[config.mk]
export PLATFORM = sky130hd
export DESIGN_NAME = tlb_array
export DESIGN_NICKNAME = d
export VERILOG_FILES = /design/src/rtl/tlb_array_pkg.sv /design/src/rtl/tlb_entry_match.sv /design/src/rtl/tlb_array.sv
export SDC_FILE = /design/constraint.sdc
export NUM_CORES = 2
export LEC_CHECK = 0
export CORE_MARGIN = 1
export CORE_UTILIZATION = 65
export DETAILED_ROUTE_END_ITERATION = 10
export DONT_BUFFER_PORTS = 1
export PLACE_DENSITY_LB_ADDON = 0.05
export SKIP_LAST_GASP = 1
export SYNTH_ARGS = -nofsm -noshare
export SYNTH_HDL_FRONTEND = slang
export SYNTH_SLANG_ARGS = --single-unit
[constraint.sdc]
create_clock -name clk -period 9.1 [get_ports clk]
set_input_delay 0.455 -clock clk [delete_from_list [all_inputs] [get_ports clk]]
set_output_delay 0.455 -clock clk [all_outputs]
set_load 0.005 [all_outputs]
[src/rtl/tlb_array_pkg.sv]
`default_nettype none
// ============================================================================
//  Package  : cpuDefine
//  Purpose  : Shared TLB types, sizes, INVTLB opcodes and page-match helper.
//  Revision : 1.0  initial release
// ============================================================================
package cpuDefine;

  localparam int TLBNUMSIZE = 4;
  localparam int TLBNUM     = 2 ** TLBNUMSIZE;

  localparam logic [5:0] PS_4K = 6'd12;
  localparam logic [5:0] PS_2M = 6'd21;

  // INVTLB operation codes; 7..31 are no-ops here
  localparam logic [4:0] INV_ALL0       = 5'd0;
  localparam logic [4:0] INV_ALL1       = 5'd1;
  localparam logic [4:0] INV_G1         = 5'd2;
  localparam logic [4:0] INV_G0         = 5'd3;
  localparam logic [4:0] INV_G0_ASID    = 5'd4;
  localparam logic [4:0] INV_G0_ASID_VA = 5'd5;
  localparam logic [4:0] INV_GASID_VA   = 5'd6;

  typedef struct packed {
    logic [19:0] ppn;
    logic [1:0]  mat;
    logic [1:0]  plv;
    logic        d;
    logic        v;
  } PhytranItem;

  typedef struct packed {
    logic        e;
    logic [9:0]  asid;
    logic        g;
    logic [5:0]  ps;
    logic [18:0] vppn;
    PhytranItem  p0;
    PhytranItem  p1;
  } TlbEntry;

  // VPPN compare at the granularity implied by the page size; unsupported
  // page sizes never match.
  function automatic logic vppn_match(input logic [5:0]  ps,
                                      input logic [18:0] ent_vppn,
                                      input logic [18:0] key_vppn);
    logic m;
    m = 1'b0;
    if (ps == PS_4K) begin
      m = (ent_vppn == key_vppn);
    end else if (ps == PS_2M) begin
      m = (ent_vppn[18:9] == key_vppn[18:9]);
    end
    return m;
  endfunction

endpackage
`default_nettype wire

[src/rtl/tlb_entry_match.sv]
`default_nettype none
// ============================================================================
//  Module   : tlb_entry_match
//  Purpose  : Combinational compare of one TLB entry against a lookup key.
//             Produces the hit bit and the odd/even page select.
//  Revision : 1.0  initial release
// ============================================================================
module tlb_entry_match
  import cpuDefine::*;
(
  input  TlbEntry     entry_i,
  input  logic [18:0] vppn_i,
  input  logic        va12_i,
  input  logic        va21_i,
  input  logic [9:0]  asid_i,
  output logic        hit_o,
  output logic        odd_o
);

  assign hit_o = entry_i.e
               && (entry_i.g || (entry_i.asid == asid_i))
               && vppn_match(entry_i.ps, entry_i.vppn, vppn_i);

  // Only meaningful on a hit, where PS is either 12 or 21
  assign odd_o = (entry_i.ps == PS_4K) ? va12_i : va21_i;

endmodule
`default_nettype wire

[src/rtl/tlb_array.sv]
`default_nettype none
// ============================================================================
//  Module   : tlb_array
//  Purpose  : TLB storage with registered fetch/data lookups, TLBRD reads,
//             TLBWR/TLBFILL writes, INVTLB invalidation and fill victim.
//  Revision : 1.0  initial release
// ============================================================================
module tlb_array
  import cpuDefine::*;
(
  input  logic                  clk,
  input  logic                  reset,
  // fetch lookup
  input  logic                  s0_req,
  input  logic [18:0]           s0_vppn,
  input  logic                  s0_va12,
  input  logic                  s0_va21,
  input  logic [9:0]            s0_asid,
  output logic                  s0_valid,
  output logic                  s0_found,
  output logic [TLBNUMSIZE-1:0] s0_index,
  output logic [5:0]            s0_ps,
  output PhytranItem            s0_phytran,
  // data / TLBSRCH lookup
  input  logic                  s1_req,
  input  logic [18:0]           s1_vppn,
  input  logic                  s1_va12,
  input  logic                  s1_va21,
  input  logic [9:0]            s1_asid,
  output logic                  s1e,
  output logic                  s1_found,
  output logic                  s1_ne,
  output logic [TLBNUMSIZE-1:0] s1_index,
  output logic [5:0]            s1_ps,
  output PhytranItem            s1_phytran,
  // TLBRD
  input  logic                  r_req,
  input  logic [TLBNUMSIZE-1:0] r_index,
  output logic                  re,
  output logic [5:0]            r_ps,
  output logic [9:0]            r_asid,
  output logic                  r_ne,
  output logic                  r_g,
  output logic [18:0]           r_vppn,
  output PhytranItem            r_phytran0,
  output PhytranItem            r_phytran1,
  // TLBWR / TLBFILL
  input  logic                  we,
  input  logic [TLBNUMSIZE-1:0] w_index,
  input  logic [5:0]            w_ps,
  input  logic                  w_ne,
  input  logic [9:0]            w_asid,
  input  logic [18:0]           w_vppn,
  input  logic                  w_g,
  input  PhytranItem            w_phytran0,
  input  PhytranItem            w_phytran1,
  output logic [TLBNUMSIZE-1:0] fill_index,
  // INVTLB
  input  logic                  inv_valid,
  input  logic [4:0]            inv_op,
  input  logic [9:0]            f_asid,
  input  logic [18:0]           f_va
);

  TlbEntry               ents_q [TLBNUM];
  logic [TLBNUM-1:0]     s0_hit, s0_odd, s1_hit, s1_odd, inv_hit;

  logic                  s0_found_d, s1_found_d;
  logic [TLBNUMSIZE-1:0] s0_index_d, s1_index_d;
  logic [5:0]            s0_ps_d, s1_ps_d;
  PhytranItem            s0_phytran_d, s1_phytran_d;
  TlbEntry               rd_ent, w_entry_d;

  logic                  s0_valid_q, s0_found_q, s1e_q, s1_found_q, re_q, r_ne_q, r_g_q;
  logic [TLBNUMSIZE-1:0] s0_index_q, s1_index_q, fill_q;
  logic [5:0]            s0_ps_q, s1_ps_q, r_ps_q;
  logic [9:0]            r_asid_q;
  logic [18:0]           r_vppn_q;
  PhytranItem            s0_phytran_q, s1_phytran_q, r_p0_q, r_p1_q;

  for (genvar gi = 0; gi < TLBNUM; gi++) begin : g_match
    tlb_entry_match u_s0 (
      .entry_i (ents_q[gi]), .vppn_i (s0_vppn), .va12_i (s0_va12), .va21_i (s0_va21),
      .asid_i  (s0_asid),    .hit_o  (s0_hit[gi]), .odd_o (s0_odd[gi])
    );
    tlb_entry_match u_s1 (
      .entry_i (ents_q[gi]), .vppn_i (s1_vppn), .va12_i (s1_va12), .va21_i (s1_va21),
      .asid_i  (s1_asid),    .hit_o  (s1_hit[gi]), .odd_o (s1_odd[gi])
    );
  end

  // Lowest-index hit; MSB of the result is the found flag
  function automatic logic [TLBNUMSIZE:0] first_hit(input logic [TLBNUM-1:0] hits);
    logic [TLBNUMSIZE:0] res;
    res = '0;
    for (int i = TLBNUM - 1; i >= 0; i--) begin
      if (hits[i]) res = {1'b1, TLBNUMSIZE'(i)};
    end
    return res;
  endfunction

  // Priority-encode both lookup ports and select the page; misses return zeros
  always_comb begin
    {s0_found_d, s0_index_d} = first_hit(s0_hit);
    {s1_found_d, s1_index_d} = first_hit(s1_hit);
    s0_ps_d      = '0;
    s0_phytran_d = '0;
    s1_ps_d      = '0;
    s1_phytran_d = '0;
    if (s0_found_d) begin
      s0_ps_d      = ents_q[s0_index_d].ps;
      s0_phytran_d = s0_odd[s0_index_d] ? ents_q[s0_index_d].p1 : ents_q[s0_index_d].p0;
    end
    if (s1_found_d) begin
      s1_ps_d      = ents_q[s1_index_d].ps;
      s1_phytran_d = s1_odd[s1_index_d] ? ents_q[s1_index_d].p1 : ents_q[s1_index_d].p0;
    end
  end

  // INVTLB selection per entry, decoded from the operation code
  always_comb begin
    inv_hit = '0;
    for (int i = 0; i < TLBNUM; i++) begin
      case (inv_op)
        INV_ALL0, INV_ALL1: inv_hit[i] = 1'b1;
        INV_G1:             inv_hit[i] = ents_q[i].g;
        INV_G0:             inv_hit[i] = ~ents_q[i].g;
        INV_G0_ASID:        inv_hit[i] = ~ents_q[i].g && (ents_q[i].asid == f_asid);
        INV_G0_ASID_VA:     inv_hit[i] = ~ents_q[i].g && (ents_q[i].asid == f_asid)
                                         && vppn_match(ents_q[i].ps, ents_q[i].vppn, f_va);
        INV_GASID_VA:       inv_hit[i] = (ents_q[i].g || (ents_q[i].asid == f_asid))
                                         && vppn_match(ents_q[i].ps, ents_q[i].vppn, f_va);
        default:            inv_hit[i] = 1'b0;
      endcase
    end
  end

  // Read port source and the entry image to be written
  always_comb begin
    rd_ent    = ents_q[r_index];
    w_entry_d = '{e: ~w_ne, asid: w_asid, g: w_g, ps: w_ps, vppn: w_vppn,
                  p0: w_phytran0, p1: w_phytran1};
  end

  // Entry array: invalidation first, then the write so a same-cycle write wins
  always_ff @(posedge clk) begin
    if (reset) begin
      for (int i = 0; i < TLBNUM; i++) ents_q[i].e <= 1'b0;
    end else begin
      if (inv_valid) begin
        for (int i = 0; i < TLBNUM; i++) begin
          if (inv_hit[i]) ents_q[i].e <= 1'b0;
        end
      end
      if (we) ents_q[w_index] <= w_entry_d;
    end
  end

  // Registered lookup/read results and the free-running fill victim counter
  always_ff @(posedge clk) begin
    if (reset) begin
      s0_valid_q <= 1'b0; s0_found_q <= 1'b0; s0_index_q <= '0; s0_ps_q <= '0; s0_phytran_q <= '0;
      s1e_q      <= 1'b0; s1_found_q <= 1'b0; s1_index_q <= '0; s1_ps_q <= '0; s1_phytran_q <= '0;
      re_q       <= 1'b0; r_ne_q <= 1'b0; r_g_q <= 1'b0; r_ps_q <= '0; r_asid_q <= '0;
      r_vppn_q   <= '0;   r_p0_q <= '0;   r_p1_q <= '0;
      fill_q     <= '0;
    end else begin
      s0_valid_q <= s0_req;
      s1e_q      <= s1_req;
      re_q       <= r_req;
      fill_q     <= fill_q + 1'b1;
      if (s0_req) begin
        s0_found_q <= s0_found_d; s0_index_q <= s0_index_d;
        s0_ps_q    <= s0_ps_d;    s0_phytran_q <= s0_phytran_d;
      end
      if (s1_req) begin
        s1_found_q <= s1_found_d; s1_index_q <= s1_index_d;
        s1_ps_q    <= s1_ps_d;    s1_phytran_q <= s1_phytran_d;
      end
      if (r_req) begin
        r_ne_q   <= ~rd_ent.e;
        r_g_q    <= rd_ent.e & rd_ent.g;
        r_ps_q   <= rd_ent.e ? rd_ent.ps   : '0;
        r_asid_q <= rd_ent.e ? rd_ent.asid : '0;
        r_vppn_q <= rd_ent.e ? rd_ent.vppn : '0;
        r_p0_q   <= rd_ent.e ? rd_ent.p0   : '0;
        r_p1_q   <= rd_ent.e ? rd_ent.p1   : '0;
      end
    end
  end

  assign s0_valid   = s0_valid_q;
  assign s0_found   = s0_found_q;
  assign s0_index   = s0_index_q;
  assign s0_ps      = s0_ps_q;
  assign s0_phytran = s0_phytran_q;
  assign s1e        = s1e_q;
  assign s1_found   = s1_found_q;
  assign s1_ne      = ~s1_found_q;
  assign s1_index   = s1_index_q;
  assign s1_ps      = s1_ps_q;
  assign s1_phytran = s1_phytran_q;
  assign re         = re_q;
  assign r_ps       = r_ps_q;
  assign r_asid     = r_asid_q;
  assign r_ne       = r_ne_q;
  assign r_g        = r_g_q;
  assign r_vppn     = r_vppn_q;
  assign r_phytran0 = r_p0_q;
  assign r_phytran1 = r_p1_q;
  assign fill_index = fill_q;

endmodule
`default_nettype wire

# Word level (Yosys, flattened, before mapping)
# Memories as Yosys holds them, arrays and structs flattened.
# Index checks and enable logic that the tools add are counted.
# totals
ff_bits	170
ramBits	1424
wordCells	727
mem_count	1
# op_classes
n_addsub	1
order_cmp	2
n_eq_ne	182
mux	308
bitwise	36
n_reduce_logical	162
# mem_list
name	words	word_bits	read_ports	rd_ports_with_merged_regs	wr	line_no	source
ents_q	16	89	19	0	17	tlb_array.sv:65	TlbEntry ents_q [TLBNUM];
# ops
operator	n
equality test 10 bit	96
equality test 19 bit	48
2-to-1 mux 1 bit	247
2-to-1 mux 5 bit	32
2-to-1 mux 26 bit	6
logical AND 1 bit	112
equality test 6 x 4 -> 1 bit (second input constant)	16
equality test 6 x 5 -> 1 bit (second input constant)	16
case mux 1 bit (6 select lines)	16
logical OR 1 bit	48
2-to-1 mux 19 bit	1
inverter 1 bit	19
2-to-1 mux 6 bit	3
OR 1 bit	16
equality test 5 x 3 -> 1 bit (second input constant)	3
equality test 5 x 2 -> 1 bit (second input constant)	2
less-than comparator 4 x 5 -> 1 bit (second input constant)	2
2-to-1 mux 10 bit	1
binary-select mux 1 bit (select 4 bit)	2
equality test 5 x 1 -> 1 bit (second input constant)	1
logical NOT 5 bit	1
adder 4 x 1 -> 4 bit (second input constant)	1
OR reduction 2 bit	1
AND 1 bit	1

# Longest topological paths before layout
# An unclocked memory read counts as a cell.
# depth
word_depth	25
mapped_depth	19
depth_no_buf	14

# Cells and area by module
# Synthesis repeated with hierarchy kept, for this count alone.
# unflattened
hier_cells	6202
hier_area_um2	93145.6
# modules_own_cells
module	instances	cells_per_inst	area_per_inst_um2	seq_area_each_um2
tlb_array	1	4730	80893.8	46164.3
tlb_entry_match	32	46	382.9	0.0

# Least setup slack after synthesis
# Ideal clock, no wire load.
# synth_timing
path_kind	input -> register
from	input port reset
to	memory ents_q[0][0] (netlist bit), enable pin
setup_time_ns	0.645
t_arrival_ns	7.257
required_time_ns	8.455
path_slack_ns	1.198
path_stages	5
path_buffers	2
cell_sequence	clkbuf_1 -> nand2b_1 -> or3_1 -> clkbuf_1 -> nor3_1
# synth_lines
item	line_no	source
from (decl)	tlb_array.sv:12	input logic reset,
to (decl)	tlb_array.sv:65	

==> results.md <==
Worst setup path:
- The worst setup path is of the reg -> reg kind.
- The maximum fanout encountered on the critical timing path is 33.
- Data on the critical path is required at its endpoint by 9.73 ns.
- The type of origin of the critical path is a register.
- The worst register-to-register path begins at ents_q[6][82]$_DFFE_PP_.
- The kind of end point of the critical path is a register.
- The critical path starts at ents_q[6][82]$_DFFE_PP_.
- Data arrives at the worst endpoint at approximately 8 ns.

Pwr:
- Dividing total power by cell area gives a power density of 158 nW/um^2.
- The maximum vdd ir drop is 0.000219 V.
- Summed over all cells, the static leakage comes to around 32 nW.

Drt:
- After detailed routing, the average wire length per cell comes to 40.2 um.
- The average via count per standard cell is 7.79.
- The final route contains 73116 vias.
- In this run, the number of DRC markers left after iteration 0 of detailed routing was 12094.
- For this run, the detailed router's first-pass iteration total came to 9.
- For this run, design rule violations remaining after detail routing come to 0.
- The total wire length is 377000 um.
- Once detail routing completed, the nets flagged for antenna violations numbered 0.

Timing:
- The number of max-slew violations in the final report came to 346.
- Once routing completed, OpenROAD measured the worst setup slack at 1.69 ns.
- The transition time of the tightest slew-check pin is 2.07 ns.
- Dividing the final minimum period by the clock period gives between 80% and 90%.
- In this run the tightest slew margin relative to its limit is -38.1%.
- The count of final hold-check violations was 0.
- The final critical path time including I/O delays and setup is 7.41 ns.
- Setup repair after global routing left no endpoint under its margin.
- The setup TNS is 0 ns.
- Setup violations remaining at the end of the flow were counted as 0.
- Across the routed clock network, the largest skew measured is 0.0518 ns.
- The highest attainable clock frequency is between 0.1 and 0.15 GHz.

Clock tree:
- The number of buffers added by the clock tree synthesis step is 166.
- Clock-pin slew was measured on the worst setup and hold paths at about 0.060 ns.
- The number of buffers between clock root and the deepest sink is 3.
- TritonCTS built the clock tree.
- In this run the post-CTS setup repair buffer count came out at 0.
- The cell at the root of the clock tree is sky130_fd_sc_hd__clkbuf_16.
- Post-CTS repair changed the size of 0 cells.
- The H-tree was split into 4 levels.
- For the worst-skew pair, the clock arrives at the later sink with an insertion delay of roughly 0.83 ns.
- Hold repair after CTS inserted 100 buffers.
- The TritonCTS sink count is 1594.

Place:
- The setup slack after placement is 2.13 ns.
- Including well taps, the total number of placed cells is around 9000.
- Summed over all nets, the half-perimeter wirelength after detailed placement is 236000 um.
- The last weighted congestion value of the routability-driven placer is 1.07.
- The number of port buffers is 0.

Logic synthesis:
- The mean instance size in the synthesized netlist is 12.7 um^2.
- The number of nets in the synthesized netlist is 7708.
- The fraction of synthesis flops using an asynchronous set or reset pin is 0%.
- The synthesis warning total is 0.
- The synthesized design contains between 1500 and 2000 register bits.
- The commonest register cell after synthesis is sky130_fd_sc_hd__edfxtp_1.
- The number of enable flip-flop cells after synthesis is 1424.
- The gate count after technology mapping is 7507.
- The netlist area before placement is approximately 96000 um^2.
- The proportion of synthesized chip area in sequential cells is 48.3%.
- Yosys mapped the design onto 94 distinct sky130hd cell types.

Layout:
- The post-synthesis to final-layout area growth is 7.89%.
- In the final layout, flip-flops and latches occupy 46200 um^2.
- The number of filler cells placed in the layout is 9829.
- The post-route core utilization is 70.7%.
- The post-layout net count is 7495.
- The final standard cell count with taps included and fillers excluded is about 9400.
- The area of combinational cells with multiple inputs is 46800 um^2.
- In the final layout, the share of cells above drive strength 1 is 13.4%.

Global routing:
- The initial antenna violation count is 42.
- The pin count of the biggest net entering global routing is 357.
- The via count of the first global-routing pass is around 70000.
- Global routing used 50.2% of the available tracks.
- The overall overflow remaining after global route is 0.
- The first global-routing pass estimated 522000 um of wire.

Floorplan:
- The starting density of the core is between 60% and 70%.
- The horizontal die dimension is ~390 um.
- The die footprint is 148000 um^2.
- The number of cell rows is 140.
- The count of pins on the block boundary is 371.
- The core area is 146000 um^2.
- The overall die height is 385 um.

Outcome:
- The checks that failed: max-capacitance violations, max-slew violations.
- The run finished, with violations left.

Run:
- Across the run, the number of max-cap violations was 2.

Hold path:
- The startpoint identified for the worst hold timing path is r_index[3].
- The worst hold path belongs to the class in -> reg.
area by class of cell:
class	instances	share of cell area, %
Inverter	29	0.106
Clock inverter	80	0.775
Tap cell	1917	2.33
Timing Repair Buffer	218	2.00
Multi-Input combinational cell	5285	45.4
Clock buffer	229	4.53
Antenna cell	34	0.0826
Sequential cell	1594	44.8
worst max-delay path: stages (launching register included):
cell and delay [ns]:
sky130_fd_sc_hd__edfxtp_1 0.47, sky130_fd_sc_hd__xor2_1 0.21, sky130_fd_sc_hd__nor4_1 0.10, sky130_fd_sc_hd__a41oi_1 1.08
sky130_fd_sc_hd__nor4b_1 0.34, sky130_fd_sc_hd__nor4_1 1.10, sky130_fd_sc_hd__o21ai_0 0.32, sky130_fd_sc_hd__nand2b_2 0.15
sky130_fd_sc_hd__buf_4 0.50, sky130_fd_sc_hd__inv_1 0.30, sky130_fd_sc_hd__nand2_4 0.65, sky130_fd_sc_hd__buf_4 0.53
sky130_fd_sc_hd__o22ai_1 0.16, sky130_fd_sc_hd__o31ai_2 1.05, sky130_fd_sc_hd__o211ai_1 0.20
cell usage after synthesis, types with 158 or more instances:
| cell type | count | share of area [%] |
|---|---|---|
| sky130_fd_sc_hd__buf_2 | 160 | 0.84 |
| sky130_fd_sc_hd__a21oi_1 | 330 | 1.7 |
| sky130_fd_sc_hd__dfxtp_1 | 170 | 3.6 |
| sky130_fd_sc_hd__o22ai_1 | 159 | 1.0 |
| sky130_fd_sc_hd__clkbuf_1 | 310 | 1.2 |
| sky130_fd_sc_hd__nor2b_1 | 166 | 1.1 |
| sky130_fd_sc_hd__mux4_2 | 445 | 10 |
| sky130_fd_sc_hd__edfxtp_1 | 1424 | 45 |
| sky130_fd_sc_hd__xor2_1 | 1065 | 9.8 |
| sky130_fd_sc_hd__mux2i_1 | 658 | 6.9 |
| sky130_fd_sc_hd__nand2_1 | 158 | 0.62 |
| sky130_fd_sc_hd__nor2_1 | 205 | 0.81 |
| sky130_fd_sc_hd__a211oi_1 | 174 | 1.4 |
| sky130_fd_sc_hd__nor4_1 | 309 | 2.0 |
| sky130_fd_sc_hd__xnor2_1 | 346 | 3.2 |
layer usage:
metal	wire [um]	global-route usage (%)
met2	154000	69.5
met1	127000	64.1
met5	383	0.877
met4	28200	30.3
met3	67700	23.1
sequential cells by signal (all words and copies together) (netlist names), 4 cells and up:
signal / flops
s0_ps: 6
r_phytran1: 26
s1_ps: 6
s1_phytran: 26
s0_index: 4
r_phytran0: 26
r_asid: 10
ents_q: 1424
r_ps: 6
s1_index: 4
r_vppn: 19
s0_phytran: 26
fill_index: 4
final timing paths:
kind              slack, ns                     endpoint  depth (start not counted)
hold / removal         0.04       r_vppn[5]$_SDFFE_PP0P_                          3
setup reg to reg       1.69  s0_phytran[11]$_SDFFE_PP0P_                         14
hold reg to reg        0.47        s1_ps[4]$_SDFFE_PP0P_                          2
setup / recovery       1.69  s0_phytran[11]$_SDFFE_PP0P_                         14
power by group:
part | switching (W) | internal [W]
clock network | 0.00304 | 0.00388
logic | 0.000622 | 0.000553
registers | 0.000111 | 0.00808
total | 0.00377 | 0.0125
cells by family (layout without fill, tap and decap cells):
family / after synthesis / after routing / share of synthesized area [%]
flip-flops: 1594 / 1594 / 48.3
AND/OR/NAND/NOR: 1526 / 1526 / 8.96
XOR/XNOR: 1411 / 1411 / 12.9
multiplexers: 1190 / 1190 / 18.5
AO/OA/AOI/OAI: 1157 / 1157 / 8.22
buffers and inverters: 628 / 556 / 3.05
adder cells (fa/ha/maj): 1 / 1 / 0.0131
other: 0 / 34 / 0
layout by cell type, fill, tap and decap left out, types with 166 or more instances in the layout:
cell type,count
sky130_fd_sc_hd__xor2_1,1065
sky130_fd_sc_hd__nor2_1,187
sky130_fd_sc_hd__dfxtp_1,170
sky130_fd_sc_hd__edfxtp_1,1424
sky130_fd_sc_hd__nor2b_1,166
sky130_fd_sc_hd__xnor2_1,346
sky130_fd_sc_hd__a211oi_1,174
sky130_fd_sc_hd__nor4_1,305
sky130_fd_sc_hd__mux2i_1,658
sky130_fd_sc_hd__clkbuf_16,171
sky130_fd_sc_hd__a21oi_1,327
sky130_fd_sc_hd__mux4_2,444
metrics by stage:
stage                     area (um^2)  hold WS [ns]  power (W)
after floorplan                 95500         0.435    0.00926
after global placement          96400         0.462    0.00926
after detailed placement        96400         0.471    0.00928
after CTS                      103000        0.0434     0.0162
after global routing           103000        0.0407     0.0166
final                          103000        0.0375     0.0163
Power figures use the tool's default switching activity.
